`config.mk`:
```
export PLATFORM = sky130hd
export DESIGN_NAME = axi_master_interface
export DESIGN_NICKNAME = d
export VERILOG_FILES = /design/src/rtl/axi_master_interface_pkg.sv /design/src/rtl/axi_master_req_slice.sv /design/src/rtl/axi_master_interface.sv
export SDC_FILE = /design/constraint.sdc
export NUM_CORES = 1
export LEC_CHECK = 0
export CAP_MARGIN = 30
export CORE_AREA = 2 2 148 150
export DETAILED_ROUTE_END_ITERATION = 16
export DIE_AREA = 0 0 150 152
export PLACE_DENSITY = 0.61
export SLEW_MARGIN = 5
export SYNTH_ARGS = -nofsm -noshare
export SYNTH_HDL_FRONTEND = slang
export SYNTH_SLANG_ARGS = --single-unit
```
`constraint.sdc`:
```
create_clock -name ACLK -period 1.6 [get_ports ACLK]
set_input_delay 0.32 -clock ACLK [delete_from_list [all_inputs] [get_ports ACLK]]
set_output_delay 0.32 -clock ACLK [all_outputs]
set_load 0.005 [all_outputs]
```
`src/rtl/axi_master_interface_pkg.sv`:
```
// Shared AXI constants and write-FSM state encoding for axi_master_interface.
package axi_master_interface_pkg;

    localparam logic [1:0] BURST_INCR    = 2'b01;
    localparam logic [1:0] RESP_OKAY     = 2'b00;
    localparam logic [1:0] RESP_SLVERR   = 2'b10;
    localparam logic [3:0] CACHE_DEFAULT = 4'b0011;

    typedef enum logic [1:0] {
        W_IDLE  = 2'd0,
        W_DATA  = 2'd1,
        W_WAITA = 2'd2
    } wr_state_t;

    function automatic logic [2:0] axi_size(input int unsigned data_width);
        return 3'($clog2(data_width / 8));
    endfunction

endpackage

```
`src/rtl/axi_master_req_slice.sv`:
```
// One-entry address/length request register feeding an AXI AW or AR channel.
module axi_master_req_slice #(
    parameter int unsigned ADDR_WIDTH = 32
) (
    input  logic                  clk,
    input  logic                  rst_n,
    input  logic                  load,
    input  logic [ADDR_WIDTH-1:0] req_addr,
    input  logic [7:0]            req_len,
    input  logic                  ready,
    output logic                  valid,
    output logic [ADDR_WIDTH-1:0] addr,
    output logic [7:0]            len
);

    // addr/len are kept after the channel handshake; the write path still reads len for WLAST
    always_ff @(posedge clk or negedge rst_n) begin
        if (!rst_n) begin
            valid <= 1'b0;
            addr  <= '0;
            len   <= '0;
        end else if (load) begin
            valid <= 1'b1;
            addr  <= req_addr;
            len   <= req_len;
        end else if (valid && ready) begin
            valid <= 1'b0;
        end
    end

endmodule

```
`src/rtl/axi_master_interface.sv`:
```
// Simple user-side to AXI4 master bridge with outstanding-burst limiting and sticky error flags.
// Optional macro AXI_MASTER_WRITE_AFTER_ADDR_EN holds W beats until the burst's AW is accepted.
module axi_master_interface
    import axi_master_interface_pkg::*;
#(
    parameter int unsigned C_M_AXI_ID_WIDTH     = 1,
    parameter int unsigned C_M_AXI_ADDR_WIDTH   = 32,
    parameter int unsigned C_M_AXI_DATA_WIDTH   = 32,
    parameter int unsigned C_M_AXI_AWUSER_WIDTH = 1,
    parameter int unsigned C_M_AXI_ARUSER_WIDTH = 1,
    parameter int unsigned C_M_AXI_WUSER_WIDTH  = 1,
    parameter int unsigned C_M_AXI_RUSER_WIDTH  = 1,
    parameter int unsigned C_M_AXI_BUSER_WIDTH  = 1,
    parameter int unsigned MAX_OUTSTANDING      = 4
) (
    input  logic                              ACLK,
    input  logic                              ARESETN,
    input  logic                              awvalid,
    input  logic [C_M_AXI_ADDR_WIDTH-1:0]     awaddr,
    input  logic [7:0]                        awlen,
    output logic                              awready,
    input  logic [C_M_AXI_DATA_WIDTH-1:0]     wdata,
    input  logic                              wvalid,
    output logic                              wready,
    output logic                              bvalid,
    input  logic                              bready,
    input  logic                              arvalid,
    input  logic [C_M_AXI_ADDR_WIDTH-1:0]     araddr,
    input  logic [7:0]                        arlen,
    output logic                              arready,
    output logic [C_M_AXI_DATA_WIDTH-1:0]     rdata,
    output logic                              rlast,
    output logic                              rvalid,
    input  logic                              rready,
    output logic [1:0]                        err_status,
    output logic [C_M_AXI_ID_WIDTH-1:0]       M_AXI_AWID,
    output logic [C_M_AXI_ADDR_WIDTH-1:0]     M_AXI_AWADDR,
    output logic [7:0]                        M_AXI_AWLEN,
    output logic [2:0]                        M_AXI_AWSIZE,
    output logic [1:0]                        M_AXI_AWBURST,
    output logic [1:0]                        M_AXI_AWLOCK,
    output logic [3:0]                        M_AXI_AWCACHE,
    output logic [2:0]                        M_AXI_AWPROT,
    output logic [3:0]                        M_AXI_AWREGION,
    output logic [3:0]                        M_AXI_AWQOS,
    output logic [C_M_AXI_AWUSER_WIDTH-1:0]   M_AXI_AWUSER,
    output logic                              M_AXI_AWVALID,
    input  logic                              M_AXI_AWREADY,
    output logic [C_M_AXI_DATA_WIDTH-1:0]     M_AXI_WDATA,
    output logic [C_M_AXI_DATA_WIDTH/8-1:0]   M_AXI_WSTRB,
    output logic                              M_AXI_WLAST,
    output logic [C_M_AXI_WUSER_WIDTH-1:0]    M_AXI_WUSER,
    output logic                              M_AXI_WVALID,
    input  logic                              M_AXI_WREADY,
    input  logic [C_M_AXI_ID_WIDTH-1:0]       M_AXI_BID,
    input  logic [1:0]                        M_AXI_BRESP,
    input  logic [C_M_AXI_BUSER_WIDTH-1:0]    M_AXI_BUSER,
    input  logic                              M_AXI_BVALID,
    output logic                              M_AXI_BREADY,
    output logic [C_M_AXI_ID_WIDTH-1:0]       M_AXI_ARID,
    output logic [C_M_AXI_ADDR_WIDTH-1:0]     M_AXI_ARADDR,
    output logic [7:0]                        M_AXI_ARLEN,
    output logic [2:0]                        M_AXI_ARSIZE,
    output logic [1:0]                        M_AXI_ARBURST,
    output logic [1:0]                        M_AXI_ARLOCK,
    output logic [3:0]                        M_AXI_ARCACHE,
    output logic [2:0]                        M_AXI_ARPROT,
    output logic [3:0]                        M_AXI_ARREGION,
    output logic [3:0]                        M_AXI_ARQOS,
    output logic [C_M_AXI_ARUSER_WIDTH-1:0]   M_AXI_ARUSER,
    output logic                              M_AXI_ARVALID,
    input  logic                              M_AXI_ARREADY,
    input  logic [C_M_AXI_ID_WIDTH-1:0]       M_AXI_RID,
    input  logic [C_M_AXI_DATA_WIDTH-1:0]     M_AXI_RDATA,
    input  logic [1:0]                        M_AXI_RRESP,
    input  logic                              M_AXI_RLAST,
    input  logic [C_M_AXI_RUSER_WIDTH-1:0]    M_AXI_RUSER,
    input  logic                              M_AXI_RVALID,
    output logic                              M_AXI_RREADY
);

    localparam int unsigned     CW      = $clog2(MAX_OUTSTANDING + 1);
    localparam logic [CW-1:0]   MAX_CNT = CW'(MAX_OUTSTANDING);
    localparam logic [2:0]      SIZE    = axi_size(C_M_AXI_DATA_WIDTH);

    wr_state_t       wr_state, wr_next;
    logic            ready_en;
    logic [7:0]      beat;
    logic [CW-1:0]   wr_out, rd_out;
    logic            aw_pending, ar_pending;
    logic [7:0]      aw_len;
    logic            user_aw_hs, user_ar_hs, aw_hs, ar_hs, w_hs, b_hs, r_hs, rlast_hs;
    logic            w_gate, wlast;
    logic            unused_in;

    assign unused_in = ^{M_AXI_BID, M_AXI_BUSER, M_AXI_RID, M_AXI_RUSER};

`ifdef AXI_MASTER_WRITE_AFTER_ADDR_EN
    assign w_gate = !aw_pending;
`else
    assign w_gate = 1'b1;
`endif

    assign user_aw_hs = awvalid && awready;
    assign user_ar_hs = arvalid && arready;
    assign aw_hs      = M_AXI_AWVALID && M_AXI_AWREADY;
    assign ar_hs      = M_AXI_ARVALID && M_AXI_ARREADY;
    assign w_hs       = M_AXI_WVALID && M_AXI_WREADY;
    assign b_hs       = M_AXI_BVALID && M_AXI_BREADY;
    assign r_hs       = M_AXI_RVALID && M_AXI_RREADY;
    assign rlast_hs   = r_hs && M_AXI_RLAST;
    assign wlast      = (beat == aw_len);

    axi_master_req_slice #(.ADDR_WIDTH(C_M_AXI_ADDR_WIDTH)) u_aw_slice (
        .clk(ACLK), .rst_n(ARESETN), .load(user_aw_hs), .req_addr(awaddr), .req_len(awlen),
        .ready(M_AXI_AWREADY), .valid(aw_pending), .addr(M_AXI_AWADDR), .len(aw_len)
    );

    axi_master_req_slice #(.ADDR_WIDTH(C_M_AXI_ADDR_WIDTH)) u_ar_slice (
        .clk(ACLK), .rst_n(ARESETN), .load(user_ar_hs), .req_addr(araddr), .req_len(arlen),
        .ready(M_AXI_ARREADY), .valid(ar_pending), .addr(M_AXI_ARADDR), .len(M_AXI_ARLEN)
    );

    always_ff @(posedge ACLK or negedge ARESETN) begin
        if (!ARESETN) wr_state <= W_IDLE;
        else          wr_state <= wr_next;
    end

    always_comb begin
        wr_next      = wr_state;
        awready      = 1'b0;
        wready       = 1'b0;
        M_AXI_WVALID = 1'b0;
        case (wr_state)
            W_IDLE: begin
                awready = ready_en && (wr_out < MAX_CNT);
                if (awvalid && ready_en && (wr_out < MAX_CNT)) wr_next = W_DATA;
            end
            W_DATA: begin
                M_AXI_WVALID = wvalid && w_gate;
                wready       = M_AXI_WREADY && w_gate;
                if (wvalid && w_gate && M_AXI_WREADY && wlast)
                    wr_next = (!aw_pending || aw_hs) ? W_IDLE : W_WAITA;
            end
            W_WAITA: if (aw_hs) wr_next = W_IDLE;
            default: wr_next = W_IDLE;
        endcase
    end

    // ready_en keeps both user readies low until the first edge after reset release
    always_ff @(posedge ACLK or negedge ARESETN) begin
        if (!ARESETN) begin
            ready_en   <= 1'b0;
            beat       <= '0;
            wr_out     <= '0;
            rd_out     <= '0;
            err_status <= '0;
        end else begin
            ready_en <= 1'b1;
            if (user_aw_hs)  beat <= '0;
            else if (w_hs)   beat <= beat + 8'd1;
            if (aw_hs && !b_hs)                        wr_out <= wr_out + CW'(1);
            else if (b_hs && !aw_hs && wr_out != '0)   wr_out <= wr_out - CW'(1);
            if (ar_hs && !rlast_hs)                    rd_out <= rd_out + CW'(1);
            else if (rlast_hs && !ar_hs && rd_out != '0) rd_out <= rd_out - CW'(1);
            if (b_hs && M_AXI_BRESP != RESP_OKAY) err_status[0] <= 1'b1;
            if (r_hs && M_AXI_RRESP != RESP_OKAY) err_status[1] <= 1'b1;
        end
    end

    assign arready        = ready_en && !ar_pending && (rd_out < MAX_CNT);

    assign M_AXI_AWID     = '0;
    assign M_AXI_AWLEN    = aw_len;
    assign M_AXI_AWSIZE   = SIZE;
    assign M_AXI_AWBURST  = BURST_INCR;
    assign M_AXI_AWLOCK   = '0;
    assign M_AXI_AWCACHE  = CACHE_DEFAULT;
    assign M_AXI_AWPROT   = '0;
    assign M_AXI_AWREGION = '0;
    assign M_AXI_AWQOS    = '0;
    assign M_AXI_AWUSER   = '0;
    assign M_AXI_AWVALID  = aw_pending;

    assign M_AXI_WDATA    = wdata;
    assign M_AXI_WSTRB    = '1;
    assign M_AXI_WLAST    = wlast;
    assign M_AXI_WUSER    = '0;

    assign bvalid         = M_AXI_BVALID;
    assign M_AXI_BREADY   = bready;

    assign M_AXI_ARID     = '0;
    assign M_AXI_ARSIZE   = SIZE;
    assign M_AXI_ARBURST  = BURST_INCR;
    assign M_AXI_ARLOCK   = '0;
    assign M_AXI_ARCACHE  = CACHE_DEFAULT;
    assign M_AXI_ARPROT   = '0;
    assign M_AXI_ARREGION = '0;
    assign M_AXI_ARQOS    = '0;
    assign M_AXI_ARUSER   = '0;
    assign M_AXI_ARVALID  = ar_pending;

    assign rdata          = M_AXI_RDATA;
    assign rlast          = M_AXI_RLAST;
    assign rvalid         = M_AXI_RVALID;
    assign M_AXI_RREADY   = rready;

endmodule

```
==> flow_metrics.py <==
metrics = {
    "die": {
        "num_rows": 54,
        "io_pins": 376,
        "die_x_um": 150,
        "die-height_um": 152,
        "start_util_pct": 24.0,
        "core-area_um2": 21400,
        "dieArea_um2": 22800,
    },
    "sta": {
        "slew_violations": 0,
        "setup_viol": 4,
        "grt_setup_unrepaired": "true",
        "tightestPinTransition_ns": 0.550,
        "finalWorstSetupSlack_ns": -0.0708,
        "slew_headroom_pct": 63.3,
        "hold_violations": 0,
        "post-route-period-util_pct": 104,
        "fin_crit_ns": 1.67,
        "fmax_mhz": 599,
        "skew_ns": 0.0112,
    },
    "critical_path": {
        "path_cells": "xnor2_1 > nand4_1 > nor2_2 > buf_2",
        "required_ns": 1.28,
        "r2r-end": "u_aw_slice.addr[26]",
        "rrSetupSlack_ns": 0,
        "crit_arrival_ns": 1.35,
        "critPathMaxFanout": 2,
        "regToRegStartpoint": "wr_state[0]",
        "crit_slowest_cell": "dfrtp_1",
        "critPathMaxStageDelay_ns": 0.39,
        "path_class": "reg2out",
        "worstSetupEndpointType": "output port",
        "rr_worst_depth": 7,
        "cp-start-kind": "flip-flop",
    },
    "power_and_ir_drop": {
        "power.switching_uw": 3380,
        "internal_power_uw": 8110,
        "pwr-share-clk_pct": 19.6,
        "switching_share_pct": 29.4,
        "power_uw": 11500,
        "p_leak_uw": 0.00350,
        "p_per_area_nw_per_um2": 1520,
        "peakVddDrop_uv": 577,
        "pwr-share-comb_pct": 42.6,
        "sequentialPowerShare_pct": 37.8,
    },
    "global_route": {
        "grt_pass1_wl_um": 19700,
        "grt_start_max_net_pins": 102,
        "grt-ovfl-total": 0,
        "track_usage_pct": 11.1,
        "grt_pass1_vias": 3698,
        "antenna_found_initial": 1,
    },
    "drt": {
        "dr.pass1.iters": 4,
        "avgViaCountPerCell": 3.97,
        "drc": 0,
        "wl_per_cell_um": 14.0,
        "ant_nets": 0,
        "num_vias": 3829,
        "drtIter0Drc": 86,
        "wl_um": 13500,
    },
    "clock_network": {
        "clock_sinks": 101,
        "clkLatencyLatePin_ns": 0.35,
        "cts.path.max_buffers": 2,
        "cts_tree": "done",
        "clkTransAtPathRegs_ns": 0.08,
        "cts_buffers": 9,
        "cts_root_buffer": "clkbuf_16",
        "htreeDepth": 3,
    },
    "cells_and_area": {
        "num_antenna_cells": 0,
        "nets": 848,
        "fin_cells": 965,
        "area_delta_synth_final_pct": 47.7,
        "drive_gt1_share_pct": 23.8,
    },
    "yosys": {
        "synth_area_leaders": "dfrtp_1, buf_4, nand2_1",
        "ys_ff_latch": 101,
        "synth_area_per_cell_um2": 10.2,
        "syn-cell-area_um2": 5110,
        "yosys.area.top_type_share_pct": 49.4,
        "synth_edf_count": 0,
        "ys_seq_area_share_pct": 49.4,
        "synth.largest_area_cell": "dfrtp_1",
        "synth.distinct_cells": 37,
        "synthCells": 503,
        "synth_most_common_cell": "nand2_1",
        "yosys-top-cells-count": "nand2_1, buf_4, dfrtp_1",
        "synth-main-ff-cell": "dfrtp_1",
        "ys_warn_count": 0,
        "async_flop_share_pct": 100,
    },
    "run_status": {
        "violations": "setup timing",
        "status": "complete, but fails checks",
    },
    "job": {
        "cap_violations": 0,
    },
    "worst_hold_path": {
        "min_path_type": "in2async",
    },
    "placed_design": {
        "place_congestion": 0.727,
        "post-place-cells": 934,
        "place.port_buffers": 190,
        "place_hpwl_um": 9650,
    },
}
worst max path at each step:
stage,from,endpoint,slack [ns]
5_1_grt,u_aw_slice.len[3],M_AXI_WLAST,-0.17
6_report,u_aw_slice.len[3],M_AXI_WLAST,-0.07
3_5_place_dp,rready,rd_out[1],-0.34
3_3_place_gp,rready,rd_out[2],-0.30
2_1_floorplan,M_AXI_RVALID,rd_out[2],0.03
4_1_cts,beat[4],M_AXI_WLAST,-0.09
final cells by class:
type | count | area, um^2
fill | 2239 | 13800
clock buffer | 11 | 243
inverter | 2 | 7.51
clock inverter | 5 | 60.1
multi-input combinational | 314 | 1920
tap | 280 | 350
timing repair buffer | 252 | 2450
sequential | 101 | 2530
through the flow:
step	instance area (um^2)	setup TNS (ns)	hold slack [ns]	utilization [%]	setup WS, ns
after floorplan	5310	0	0.0244	-	0.0340
after global placement	6980	-5.50	0.436	32.7	-0.300
after detailed placement	6980	-5.54	0.436	32.7	-0.344
after CTS	7320	-0.161	0.0461	34.3	-0.0912
after global routing	7560	-1.51	0.0695	35.4	-0.169
final	7560	-0.0923	0.0284	35.4	-0.0708
repair_timing:
action / CTS / global route
buffers inserted: 8 / 4
pin swaps: 6 / 32
hold buffers: 0 / 0
cloned: 0 / 3
gates resized for setup: 35 / 58
setup endpoints to repair: 23 / 33
power by group through the flow:
stage          Combinational, uW  Clock, uW  Sequential (uW)
6_report                    4890       2250             4340
5_1_grt                     5390       2480             4490
4_1_cts                     4800       2370             4360
3_5_place_dp                4800          0             4400
3_3_place_gp                4750          0             4370
2_1_floorplan               1800          0             4490
kinds of logic (layout without fill, tap and decap cells):
group	Yosys count	after routing	share of synthesized area [%]
AND/OR/NAND/NOR	178	178	14.8
buffers and inverters	140	270	19.9
flip-flops	101	101	49.4
multiplexers	42	42	9.20
AO/OA/AOI/OAI	22	22	2.91
XOR/XNOR	15	15	2.57
adder cells (fa/ha/maj)	3	3	1.03
other	2	54	0.147
state kept, by name, indices dropped and copies added (netlist names):
name              flops
u_ar_slice.len        8
u_ar_slice.addr      32
wr_out                3
u_aw_slice.len        8
beat                  8
err_status            2
rd_out                3
u_aw_slice.addr      32
u_ar_slice.valid      1
u_aw_slice.valid      1
wr_state              2
ready_en              1
critical path, delay by kind of cell, from the launching register on:
family,cells,cell delay (ns)
xor gates and xnor gates,1,0.16
buffers and inverters,1,0.14
DFF,1,0.39
and+or+nand+nor,2,0.31
metal layers:
metal	global-route usage, %	share of wire [%]
met3	4.08	11
met5	0	0
met2	18.3	50
met4	5.12	2.4
met1	12.8	37
cell usage in the layout, fill, tap and decap left out, types with 7 or more instances in the layout:
cell,instances
nand4_1,7
clkdlybuf4s50_1,164
dfrtp_1,101
nand2_4,8
buf_4,51
nand2_2,21
xnor2_1,11
clkbuf_16,11
nor2_1,18
dlygate4sd2_1,17
nand2_1,101
conb_1,54
mux2_2,37
Power figures use the tool's default switching activity.
